--- config.mk ---
export PLATFORM = sky130hd
export DESIGN_NAME = conf_int_add__acc_sel_ctrl_flat
export DESIGN_NICKNAME = d
export VERILOG_FILES = /design/src/rtl/conf_int_add__acc_sel_ctrl_if.sv /design/src/rtl/conf_int_add__acc_sel_ctrl.sv /design/src/flat_wrapper.sv
export SDC_FILE = /design/constraint.sdc
export NUM_CORES = 1
export LEC_CHECK = 0
export BUFFER_PORTS_ARGS = -buffer_cell sky130_fd_sc_hd__buf_2
export CAP_MARGIN = 5
export CORE_MARGIN = 8
export CORE_UTILIZATION = 46
export DETAILED_ROUTE_END_ITERATION = 6
export GPL_TIMING_DRIVEN = 0
export MAX_ROUTING_LAYER = met4
export PLACE_DENSITY = 0.67
export SKIP_LAST_GASP = 1
export SLEW_MARGIN = 5
export SYNTH_ARGS = -nofsm -noshare
export SYNTH_HDL_FRONTEND = slang
export SYNTH_SLANG_ARGS = --single-unit
--- constraint.sdc ---
create_clock -name clk -period 11.75 [get_ports clk]
set_input_delay 0.5875 -clock clk [delete_from_list [all_inputs] [get_ports clk]]
set_output_delay 0.5875 -clock clk [all_outputs]
set_load 0.02 [all_outputs]
--- src/rtl/conf_int_add__acc_sel_ctrl_if.sv ---
// Bundle between the precision controller and its surroundings: the operand stream,
// the adder port set (a/b/acc__sel out, d back) and the result/status outputs.
interface conf_int_add__acc_sel_ctrl_if #(
    parameter int DATA_PATH_BITWIDTH = 24
);
    logic                          in_valid;
    logic                          in_ready;
    logic [DATA_PATH_BITWIDTH-1:0] a_in;
    logic [DATA_PATH_BITWIDTH-1:0] b_in;
    logic                          force_acc;
    logic [DATA_PATH_BITWIDTH-1:0] a;
    logic [DATA_PATH_BITWIDTH-1:0] b;
    logic                          acc__sel;
    logic [DATA_PATH_BITWIDTH:0]   d;
    logic [DATA_PATH_BITWIDTH:0]   d_out;
    logic                          out_valid;
    logic                          err_flag;
    logic [15:0]                   err_cnt;
    logic [1:0]                    mode;

    // Controller side.
    modport slave (
        input  in_valid, a_in, b_in, force_acc, d,
        output in_ready, a, b, acc__sel, d_out, out_valid, err_flag, err_cnt, mode
    );

    // Environment side: operand source, adder and result sink.
    modport master (
        output in_valid, a_in, b_in, force_acc, d,
        input  in_ready, a, b, acc__sel, d_out, out_valid, err_flag, err_cnt, mode
    );
endinterface

--- src/rtl/conf_int_add__acc_sel_ctrl.sv ---
// Precision controller for the configurable integer adder: registers operands and the
// accurate/approximate select, probes approximation error periodically and falls back.
module conf_int_add__acc_sel_ctrl #(
    parameter int DATA_PATH_BITWIDTH = 24,
    parameter int PROBE_PERIOD       = 64,
    parameter int ERR_THRESH         = 256,
    parameter int ACC_HOLD           = 32
) (
    input  logic                         clk,
    input  logic                         rst,
    conf_int_add__acc_sel_ctrl_if.slave  bus
);
    localparam int         W      = DATA_PATH_BITWIDTH;
    localparam int         PW     = $clog2(PROBE_PERIOD);
    localparam int         HW     = $clog2(ACC_HOLD + 1);
    localparam logic [W:0] THRESH = (W+1)'(ERR_THRESH);

    // PROBE is split into its approximate and accurate cycles; both report mode 2.
    typedef enum logic [1:0] {
        ST_ACC_RUN   = 2'd0,
        ST_APX_RUN   = 2'd1,
        ST_PROBE_APX = 2'd2,
        ST_PROBE_ACC = 2'd3
    } state_t;

    state_t        r_state, w_state_nxt, w_eff_state;
    logic [HW-1:0] r_hold_cnt, w_hold_nxt, w_eff_hold;
    logic [PW-1:0] r_probe_cnt, w_probe_nxt, w_eff_probe;

    logic [W-1:0]  r_a, r_b;
    logic          r_sel, r_vld;
    logic [W:0]    r_apx_hold, r_d_out;
    logic          r_out_valid, r_err_flag;
    logic [15:0]   r_err_cnt;

    logic          w_in_ready, w_accept, w_sel_nxt, w_err_hi;
    logic [W:0]    w_err;

    assign w_in_ready = (r_state != ST_PROBE_APX);
    assign w_accept   = bus.in_valid & w_in_ready;
    assign w_err      = (bus.d >= r_apx_hold) ? (bus.d - r_apx_hold) : (r_apx_hold - bus.d);
    assign w_err_hi   = (w_err > THRESH);

    always_ff @(posedge clk or posedge rst) begin
        if (rst) begin
            r_state     <= ST_ACC_RUN;
            r_hold_cnt  <= HW'(ACC_HOLD);
            r_probe_cnt <= '0;
        end else begin
            // NOTE: sequential state uses non-blocking assignments so every register
            // samples pre-edge values regardless of statement order.
            r_state     <= w_state_nxt;
            r_hold_cnt  <= w_hold_nxt;
            r_probe_cnt <= w_probe_nxt;
        end
    end

    always_comb begin
        // NOTE: every output of this block is given a default first so no path can
        // leave a value unassigned and infer a latch.
        w_eff_state = r_state;
        w_eff_hold  = r_hold_cnt;
        w_eff_probe = r_probe_cnt;
        w_sel_nxt   = 1'b1;

        // Resolve the mode that applies to an op accepted on this edge.
        case (r_state)
            ST_APX_RUN: begin
                if (bus.force_acc) begin
                    w_eff_state = ST_ACC_RUN;
                    w_eff_hold  = HW'(ACC_HOLD);
                end
            end
            ST_PROBE_ACC: begin
                if (w_err_hi || bus.force_acc) begin
                    w_eff_state = ST_ACC_RUN;
                    w_eff_hold  = HW'(ACC_HOLD);
                end else begin
                    w_eff_state = ST_APX_RUN;
                    w_eff_probe = '0;
                end
            end
            default: ;
        endcase

        w_state_nxt = w_eff_state;
        w_hold_nxt  = w_eff_hold;
        w_probe_nxt = w_eff_probe;

        if (r_state == ST_PROBE_APX) begin
            w_state_nxt = ST_PROBE_ACC;
        end else if (w_accept) begin
            if (w_eff_state == ST_ACC_RUN) begin
                w_sel_nxt = 1'b1;
                if (!bus.force_acc) begin
                    if (w_eff_hold == HW'(1)) begin
                        w_state_nxt = ST_APX_RUN;
                        w_probe_nxt = '0;
                    end else begin
                        w_hold_nxt = w_eff_hold - HW'(1);
                    end
                end
            end else begin
                w_sel_nxt = 1'b0;
                if (w_eff_probe == PW'(PROBE_PERIOD - 1)) begin
                    w_state_nxt = ST_PROBE_APX;
                end else begin
                    w_probe_nxt = w_eff_probe + PW'(1);
                end
            end
        end
    end

    always_ff @(posedge clk or posedge rst) begin
        if (rst) begin
            r_a         <= '0;
            r_b         <= '0;
            r_sel       <= 1'b1;
            r_vld       <= 1'b0;
            r_apx_hold  <= '0;
            r_d_out     <= '0;
            r_out_valid <= 1'b0;
            r_err_flag  <= 1'b0;
            r_err_cnt   <= '0;
        end else begin
            r_err_flag <= 1'b0;
            if (r_state == ST_PROBE_APX) begin
                // Keep the probe operands and valid bit; rerun them in accurate mode.
                r_apx_hold  <= bus.d;
                r_sel       <= 1'b1;
                r_out_valid <= 1'b0;
            end else begin
                r_out_valid <= r_vld;
                if (r_vld) r_d_out <= bus.d;
                if (r_state == ST_PROBE_ACC) begin
                    r_err_flag <= w_err_hi;
                    if (w_err_hi && (r_err_cnt != 16'hFFFF)) r_err_cnt <= r_err_cnt + 16'd1;
                end
                r_vld <= w_accept;
                if (w_accept) begin
                    r_a   <= bus.a_in;
                    r_b   <= bus.b_in;
                    r_sel <= w_sel_nxt;
                end
            end
        end
    end

    assign bus.in_ready  = w_in_ready;
    assign bus.a         = r_a;
    assign bus.b         = r_b;
    assign bus.acc__sel  = r_sel;
    assign bus.d_out     = r_d_out;
    assign bus.out_valid = r_out_valid;
    assign bus.err_flag  = r_err_flag;
    assign bus.err_cnt   = r_err_cnt;
    assign bus.mode      = (r_state == ST_PROBE_ACC) ? 2'd2 : 2'(r_state);
endmodule

--- src/flat_wrapper.sv ---
// flat-port wrapper written by rule: the top's interface ports become plain ports
module conf_int_add__acc_sel_ctrl_flat 
#(
    parameter int DATA_PATH_BITWIDTH = 24,
    parameter int PROBE_PERIOD       = 64,
    parameter int ERR_THRESH         = 256,
    parameter int ACC_HOLD           = 32
)
  (clk, rst, bus_in_valid, bus_a_in, bus_b_in, bus_force_acc, bus_d, bus_in_ready, bus_a, bus_b, bus_acc__sel, bus_d_out, bus_out_valid, bus_err_flag, bus_err_cnt, bus_mode);
  conf_int_add__acc_sel_ctrl_if #(.DATA_PATH_BITWIDTH(DATA_PATH_BITWIDTH)) bus_i ();
  input  logic clk;
  input  logic rst;
  input wire logic [$bits(bus_i.in_valid)-1:0] bus_in_valid;
  input wire logic [$bits(bus_i.a_in)-1:0] bus_a_in;
  input wire logic [$bits(bus_i.b_in)-1:0] bus_b_in;
  input wire logic [$bits(bus_i.force_acc)-1:0] bus_force_acc;
  input wire logic [$bits(bus_i.d)-1:0] bus_d;
  output wire logic [$bits(bus_i.in_ready)-1:0] bus_in_ready;
  output wire logic [$bits(bus_i.a)-1:0] bus_a;
  output wire logic [$bits(bus_i.b)-1:0] bus_b;
  output wire logic [$bits(bus_i.acc__sel)-1:0] bus_acc__sel;
  output wire logic [$bits(bus_i.d_out)-1:0] bus_d_out;
  output wire logic [$bits(bus_i.out_valid)-1:0] bus_out_valid;
  output wire logic [$bits(bus_i.err_flag)-1:0] bus_err_flag;
  output wire logic [$bits(bus_i.err_cnt)-1:0] bus_err_cnt;
  output wire logic [$bits(bus_i.mode)-1:0] bus_mode;
  assign bus_i.in_valid = bus_in_valid;
  assign bus_i.a_in = bus_a_in;
  assign bus_i.b_in = bus_b_in;
  assign bus_i.force_acc = bus_force_acc;
  assign bus_i.d = bus_d;
  assign bus_in_ready = bus_i.in_ready;
  assign bus_a = bus_i.a;
  assign bus_b = bus_i.b;
  assign bus_acc__sel = bus_i.acc__sel;
  assign bus_d_out = bus_i.d_out;
  assign bus_out_valid = bus_i.out_valid;
  assign bus_err_flag = bus_i.err_flag;
  assign bus_err_cnt = bus_i.err_cnt;
  assign bus_mode = bus_i.mode;
  conf_int_add__acc_sel_ctrl #(.DATA_PATH_BITWIDTH(DATA_PATH_BITWIDTH), .PROBE_PERIOD(PROBE_PERIOD), .ERR_THRESH(ERR_THRESH), .ACC_HOLD(ACC_HOLD)) u_core (.clk(clk), .rst(rst), .bus(bus_i));
endmodule
==> summary.txt, run 1 <==
Logic synthesis
  – Yosys reg bits: 132
  – Count of cell types in the netlist: 64
  – Syn avg cell area: 8.95 sq um
  – Asr flop ratio synth: 100%
  – Post-synth EDFFs: 0
  – Xor-xnor portion of the synthesized cell area: 3.33%
  – Synth Warn #: 0
  – Sequential area share after synthesis: 39.3%
  – Post-Synth Simple-Gate Area: 16.4%
  – Adder-cell share of the synthesized area: 8.35%
  – Synthesized instance count: 941
  – Largest family of logic cells by synthesized area: compound AO/OA/AOI/OAI gates
  – Mapped Area: 8420 sq um
  – Compound-cell area share of the yosys netlist: 19.7%
  – Mux contribution to synthesized area: 7.77%
  – Primary FF master, synth: dfrtp_1
  – Syn Nets: 1073

Global routing
  – Largest net degree at the start of global routing: 77
  – First-pass GRT wire length: 38200 um
  – Antenna violations before repair: 1
  – Vias in the first global route: 7697
  – Gr ovfl total: 0
  – All-Layer GR Usage: 21.6%

Power
  – Static Leak: 4.91 nW
  – Maximum VDD drop: 0.109 mV
  – Combinational power share: 24.3%
  – Net Switching: 0.452 mW
  – Switching part of the total: 31.3%
  – PD cells: 141 nW/um^2
  – Share of power burned in registers: 36.0%
  – Internal Power: 0.993 mW
  – Clock Power Share: 39.7%

CTS
  – # Post-CTS Setup Buffers: 0
  – CTS sink count: 132
  – TritonCTS clock tree: built
  – H-tree levels: 4
  – Total CTS buffers: 17
  – Root buf cell: clkbuf_16
  – PostCTS Resize Cnt: 0
  – Clk Latency, worst-skew pair: 420 ps
  – Clk pin slew, worst setup/hold paths: 60 ps
  – CTS Buffer Depth: 2
  – Post-CTS Hold Buffers: 0

Floorplan
  – Initial Utilization: 46.9%
  – Die span in y: 151 um
  – Num rows: 49
  – Core Box Area: 18000 sq um
  – Ports: 172
  – Die Wd: 151 um
  – Die ar.: 22900 sq um

Place
  – Routability congestion estimate: 0.931
  – Port bufs: 171
  – DP Worst Slack: 5860 ps
  – Hpwl dp: 18900 um
  – Post-placement cell area: 9590 sq um

Setup path
  – Worst-path fanout max: 10
  – Critical setup path kind: reg2reg
  – CP required: 12050 ps
  – Crit path capture type: register
  – CP Launch Type: register
  – Critical path arrival: 6050 ps
  – Cells on worst reg2reg path: 17

Worst hold path
  – Min-delay worst type: in2async

STA
  – Worst-Margin Slew: 828 ps
  – Max Fclk: 0.174 GHz
  – Slew Viols, Final: 0
  – Total Neg Setup Slack: 0 ps
  – PnR worst setup slack: 6000 ps
  – Min Tclk post-route: 5750 ps
  – Worst slew margin: 44.5%
  – Unrepaired setup endpoints after global routing: no
  – Final setup vio count: 0
  – Clock skew: 10.8 ps
  – Part of the cycle the worst path needs: 48.9%
  – Hold Vio Cnt, Final: 0

Routing
  – Vias/cell: 5.62
  – Wire per inst: 17.5 um
  – DRC violation count after routing: 0
  – DR vias: 7730
  – Post-Route WL: 24000 um
  – Initial drt markers: 533
  – Drt first pass iters: 5
  – Final antenna-violating net count: 0

Outcome
  – Status: finished clean

Final layout
  – Fin nets: 1264
  – Share of layout cells above drive strength 1: 24.5%
  – Post-layout instance area: 10200 sq um
  – Area Growth Syn to Fin: 21.6%

Job
  – Max Cap Viol: 0
cell usage after synthesis, types with 15 or more instances:
master    number  area share (%)
dfrtp_1      130              39
mux2_2        51             6.8
clkbuf_1      27             1.2
ha_1          53             7.9
inv_1         66             2.9
o21ai_0       90             5.3
and3_1        18             1.3
a21oi_1       71             4.2
xnor2_1       30             3.1
nand2b_1      15             1.1
nand3_1       16            0.95
nand2_1      120             5.3
a211oi_1      15             1.3
nand4_1       22             1.6
nor2_1        42             1.9
cells in the final DEF (no fill, tap or decap), types with 15 or more instances in the layout:
cell type / instances
a211oi_1: 15
a21oi_1: 71
and3_1: 18
buf_2: 184
clkbuf_1: 27
clkbuf_16: 17
dfrtp_1: 130
ha_1: 53
inv_1: 65
mux2_2: 51
nand2_1: 120
nand2b_1: 15
nand3_1: 16
nand4_1: 22
nor2_1: 42
o21ai_0: 90
xnor2_1: 30
kinds of logic after synthesis:
group,count (synthesis)
AO/OA/AOI/OAI,266
XOR/XNOR,32
adder cells (fa/ha/maj),55
buffers and inverters,112
flip-flops,132
multiplexers,59
AND/OR/NAND/NOR,285
registers in the layout (all words and copies together) (netlist names), 2 cells and up:
register            count
u_core.r_apx_hold      25
u_core.r_hold_cnt       6
u_core.bus.d_out       25
u_core.bus.a           24
u_core.r_state          2
u_core.r_probe_cnt      6
u_core.bus.err_cnt     16
u_core.bus.b           24
worst max-delay path, cell delays in order, from the launching register on:
cell	delay [ps]
dfrtp_1	400
ha_1	320
clkbuf_1	240
a21oi_1	410
o21ai_0	150
a211oi_1	680
o21ai_0	210
xnor2_1	190
nand3_1	90
o41ai_1	400
nand4_1	240
nor4_4	650
nand2_1	340
and2_1	260
ha_1	240
a31oi_1	350
xnor2_1	110
a211oi_1	320
routing by layer:
layer,vias to the layer above,global-route usage (%),wire length [um]
li1,3729,-,-
met1,3737,25.4,10300
met2,231,36.4,12200
met3,33,5.05,1220
met4,0,5.94,390
met5,-,-,0
final cells by class:
cell class / instances / area, sq um
inverter: 66 / 253
timing repair buffer: 172 / 883
clock buffer: 17 / 425
buffer: 46 / 189
sequential: 132 / 3310
tap: 229 / 287
clock inverter: 15 / 215
antenna: 1 / 2.50
fill: 1612 / 7730
multi-input combinational: 697 / 4680
power groups by stage:
stage / Sequential, mW / Combinational (mW) / Clock [mW]
2_1_floorplan: 0.555 / 0.214 / 0
3_3_place_gp: 0.525 / 0.343 / 0
3_5_place_dp: 0.527 / 0.349 / 0
4_1_cts: 0.520 / 0.351 / 0.583
5_1_grt: 0.525 / 0.389 / 0.600
6_report: 0.520 / 0.351 / 0.573
stage by stage:
step	utilization [%]	cells	total power, mW	hold WS [ps]
6_report	57.0	1375	1.44	221
5_1_grt	57.0	1375	1.51	263
4_1_cts	57.0	1374	1.45	235
3_5_place_dp	53.4	1342	0.876	469
3_3_place_gp	53.2	1341	0.868	459
2_1_floorplan	-	941	0.769	447
final timing paths:
check	slack, ps	end	start
max in group asynchronous	10770	u_core.r_hold_cnt[5]	rst
hold reg to reg	480	u_core.bus.d_out[4]	u_core.bus.d_out[4]
min in group clk	390	u_core.bus.a[4]	bus_a_in[4]
setup reg to reg	6000	u_core.r_probe_cnt[0]	u_core.r_apx_hold[7]
hold / removal	220	u_core.bus.a[15]	rst
setup / recovery	6000	u_core.r_probe_cnt[0]	u_core.r_apx_hold[7]
Note: power is estimated with default switching activity, not from simulation.
==> inputs of run 2 (changes only) <==
--- a/config.mk
+++ b/config.mk
@@ -12,7 +12,7 @@
 export DETAILED_ROUTE_END_ITERATION = 6
 export GPL_TIMING_DRIVEN = 0
 export MAX_ROUTING_LAYER = met4
-export PLACE_DENSITY = 0.67
+export PLACE_DENSITY = 0.69
 export SKIP_LAST_GASP = 1
 export SLEW_MARGIN = 5
 export SYNTH_ARGS = -nofsm -noshare
==> constraint.sdc (replaced) <==
create_clock -name clk -period 4.65 [get_ports clk]
set_input_delay 0.2325 -clock clk [delete_from_list [all_inputs] [get_ports clk]]
set_output_delay 0.2325 -clock clk [all_outputs]
set_load 0.02 [all_outputs]
==> summary.txt, run 2 (synthesis results as in run 1) <==
STA
  – Part of the cycle the worst path needs: 101%
  – Slew Viols, Final: 0
  – Clock skew: 9.07 ps
  – Total Neg Setup Slack: -65.7 ps
  – Unrepaired setup endpoints after global routing: yes
  – Worst-Margin Slew: 630 ps
  – Max Fclk: 0.212 GHz
  – Min Tclk post-route: 4720 ps
  – Worst slew margin: 58.0%
  – Final setup vio count: 1
  – PnR worst setup slack: -65.7 ps
  – Hold Vio Cnt, Final: 0

Global routing
  – Vias in the first global route: 8111
  – Largest net degree at the start of global routing: 69
  – Antenna violations before repair: 2
  – First-pass GRT wire length: 40000 um
  – Gr ovfl total: 0
  – All-Layer GR Usage: 22.4%

Final layout
  – Leading cell type in the layout, fill and taps excluded: buf_2
  – Most frequent cells in the layout: 174 x buf_2, 129 x dfrtp_1, 108 x nand2_1
  – Multi-input gate area: 5180 sq um
  – Final core occ: 61.8%
  – Area Growth Syn to Fin: 31.9%
  – Fin nets: 1306
  – Share of layout cells above drive strength 1: 34.0%
  – Fill count: 1494
  – Storage element area: 3310 sq um

Routing
  – DR vias: 8047
  – DRC violation count after routing: 0
  – Wire per inst: 18.1 um
  – Vias/cell: 5.67
  – Drt first pass iters: 6
  – Post-Route WL: 25600 um
  – Initial drt markers: 475
  – Final antenna-violating net count: 0

Place
  – DP Worst Slack: -877 ps
  – Routability congestion estimate: 0.942
  – Port bufs: 171
  – Hpwl dp: 19000 um

Power
  – Net Switching: 1.27 mW
  – Total power: 3.67 mW
  – Maximum VDD drop: 0.269 mV
  – Combinational power share: 28.4%
  – Static Leak: 5.21 nW
  – Clock Power Share: 35.7%
  – Internal Power: 2.40 mW
  – Switching part of the total: 34.7%
  – Share of power burned in registers: 35.9%
  – PD cells: 330 nW/um^2

CTS
  – TritonCTS clock tree: built
  – Root buf cell: clkbuf_16
  – CTS sink count: 132
  – Clk pin slew, worst setup/hold paths: 70 ps
  – CTS Buffer Depth: 2
  – Clk Latency, worst-skew pair: 420 ps
  – Total CTS buffers: 17
  – H-tree levels: 4

Floorplan
  – Die span in y: 151 um
  – Die ar.: 22900 sq um
  – Ports: 172
  – Initial Utilization: 46.9%
  – Num rows: 49
  – Die Wd: 151 um
  – Core Box Area: 18000 sq um

Setup path
  – CP top delay family: simple AND/OR/NAND/NOR gates
  – Worst Path Buf+Inv: 4
  – Reg2reg end: u_core.r_hold_cnt[4]
  – Critical setup path kind: reg2reg
  – CP required: 4950 ps
  – Flop2flop setup slack: -70 ps
  – CP Launch Type: register
  – Cells on worst reg2reg path: 21
  – Worst path slowest cell: nor4_4
  – CP peak stage delay: 570 ps
  – Worst-path fanout max: 6
  – Critical path arrival: 5020 ps
  – RR Startpoint: u_core.r_apx_hold[4]
  – CP cell instances: ha_4 > buf_6 > nand2_4 > buf_4 > a211oi_1 > o21a_1 > o21bai_1 > a41o_1 > and3_1 > nor3_1 > nand4_1 > nor4_4 > a2bb2oi_2 > buf_6 > nand2_4 > inv_4 > ha_4 > and2_4 > nand3_2 > and3_4 > a32o_1
  – Crit path capture type: register

Job
  – Max Cap Viol: 0

Worst hold path
  – Min-delay worst type: in2reg
  – Hold endpoint: u_core.bus.a[23]
  – Hold Path Cell Cnt: 2
  – Hold Path Origin: bus_a_in[23]

Outcome
  – Failing checks: negative setup slack
  – Status: complete, but fails checks
run 2: changes by cell type in the layout (fill, tap and decap cells not counted), sizes merged, moves of 2 or more:
cell      delta
bufinv       -4
diode        +2
inv          +3
clkbuf       -5
clkinvlp     +2
buf         +46
run 2: per-layer routing:
metal / GRT usage, % / routed length, um
met5: - / 0
met4: 7.22 / 471
met3: 3.94 / 1260
met2: 37.5 / 13100
met1: 27.0 / 10800
run 2: worst max-delay path by stage:
stage                               start                    end  slack [ps]  cells after the start
floorplan            u_core.r_apx_hold[4]   u_core.r_hold_cnt[4]          90                     21
global placement                 bus_d[7]  u_core.r_probe_cnt[1]        -910                     19
detailed placement               bus_d[7]  u_core.r_probe_cnt[1]        -880                     19
CTS                 u_core.r_apx_hold[18]   u_core.r_hold_cnt[4]           5                     21
global route        u_core.r_apx_hold[20]   u_core.r_hold_cnt[4]        -210                     21
finish               u_core.r_apx_hold[4]   u_core.r_hold_cnt[4]         -70                     21
run 2: final cells by class:
class / instances / area share, %
antenna: 3 / 0.0676
buffer: 41 / 2.05
clock buffer: 17 / 3.83
clock inverter: 15 / 1.41
inverter: 66 / 2.30
multi-input combinational: 697 / 46.6
sequential: 132 / 29.8
tap: 229 / 2.58
timing repair buffer: 219 / 11.4
run 2: stage by stage:
| step | hold slack, ps | instances | instance area [sq um] |
|---|---|---|---|
| floorplan | 349 | 941 | 8420 |
| global placement | 459 | 1341 | 9560 |
| detailed placement | 372 | 1342 | 9590 |
| CTS | 26.7 | 1389 | 10500 |
| global route | 23.7 | 1418 | 11100 |
| finish | 40.1 | 1419 | 11100 |
run 2: repair_timing:
| action | 4_1_cts | 5_1_grt |
|---|---|---|
| setup buffers | 18 | 28 |
| hold endpoints to repair | 67 | 0 |
| endpoints found under the setup margin | 24 | 24 |
| resized for setup | 57 | 85 |
| pin swaps | 15 | 35 |
| hold buffers | 1 | 0 |
run 2: power groups by stage:
stage                     Combinational, mW  Clock, mW  Sequential [mW]
after floorplan                       0.541          0             1.40
after global placement                0.865          0             1.33
after detailed placement              0.885          0             1.33
after CTS                             0.929       1.33             1.31
after global routing                   1.13       1.38             1.33
final                                  1.04       1.31             1.32
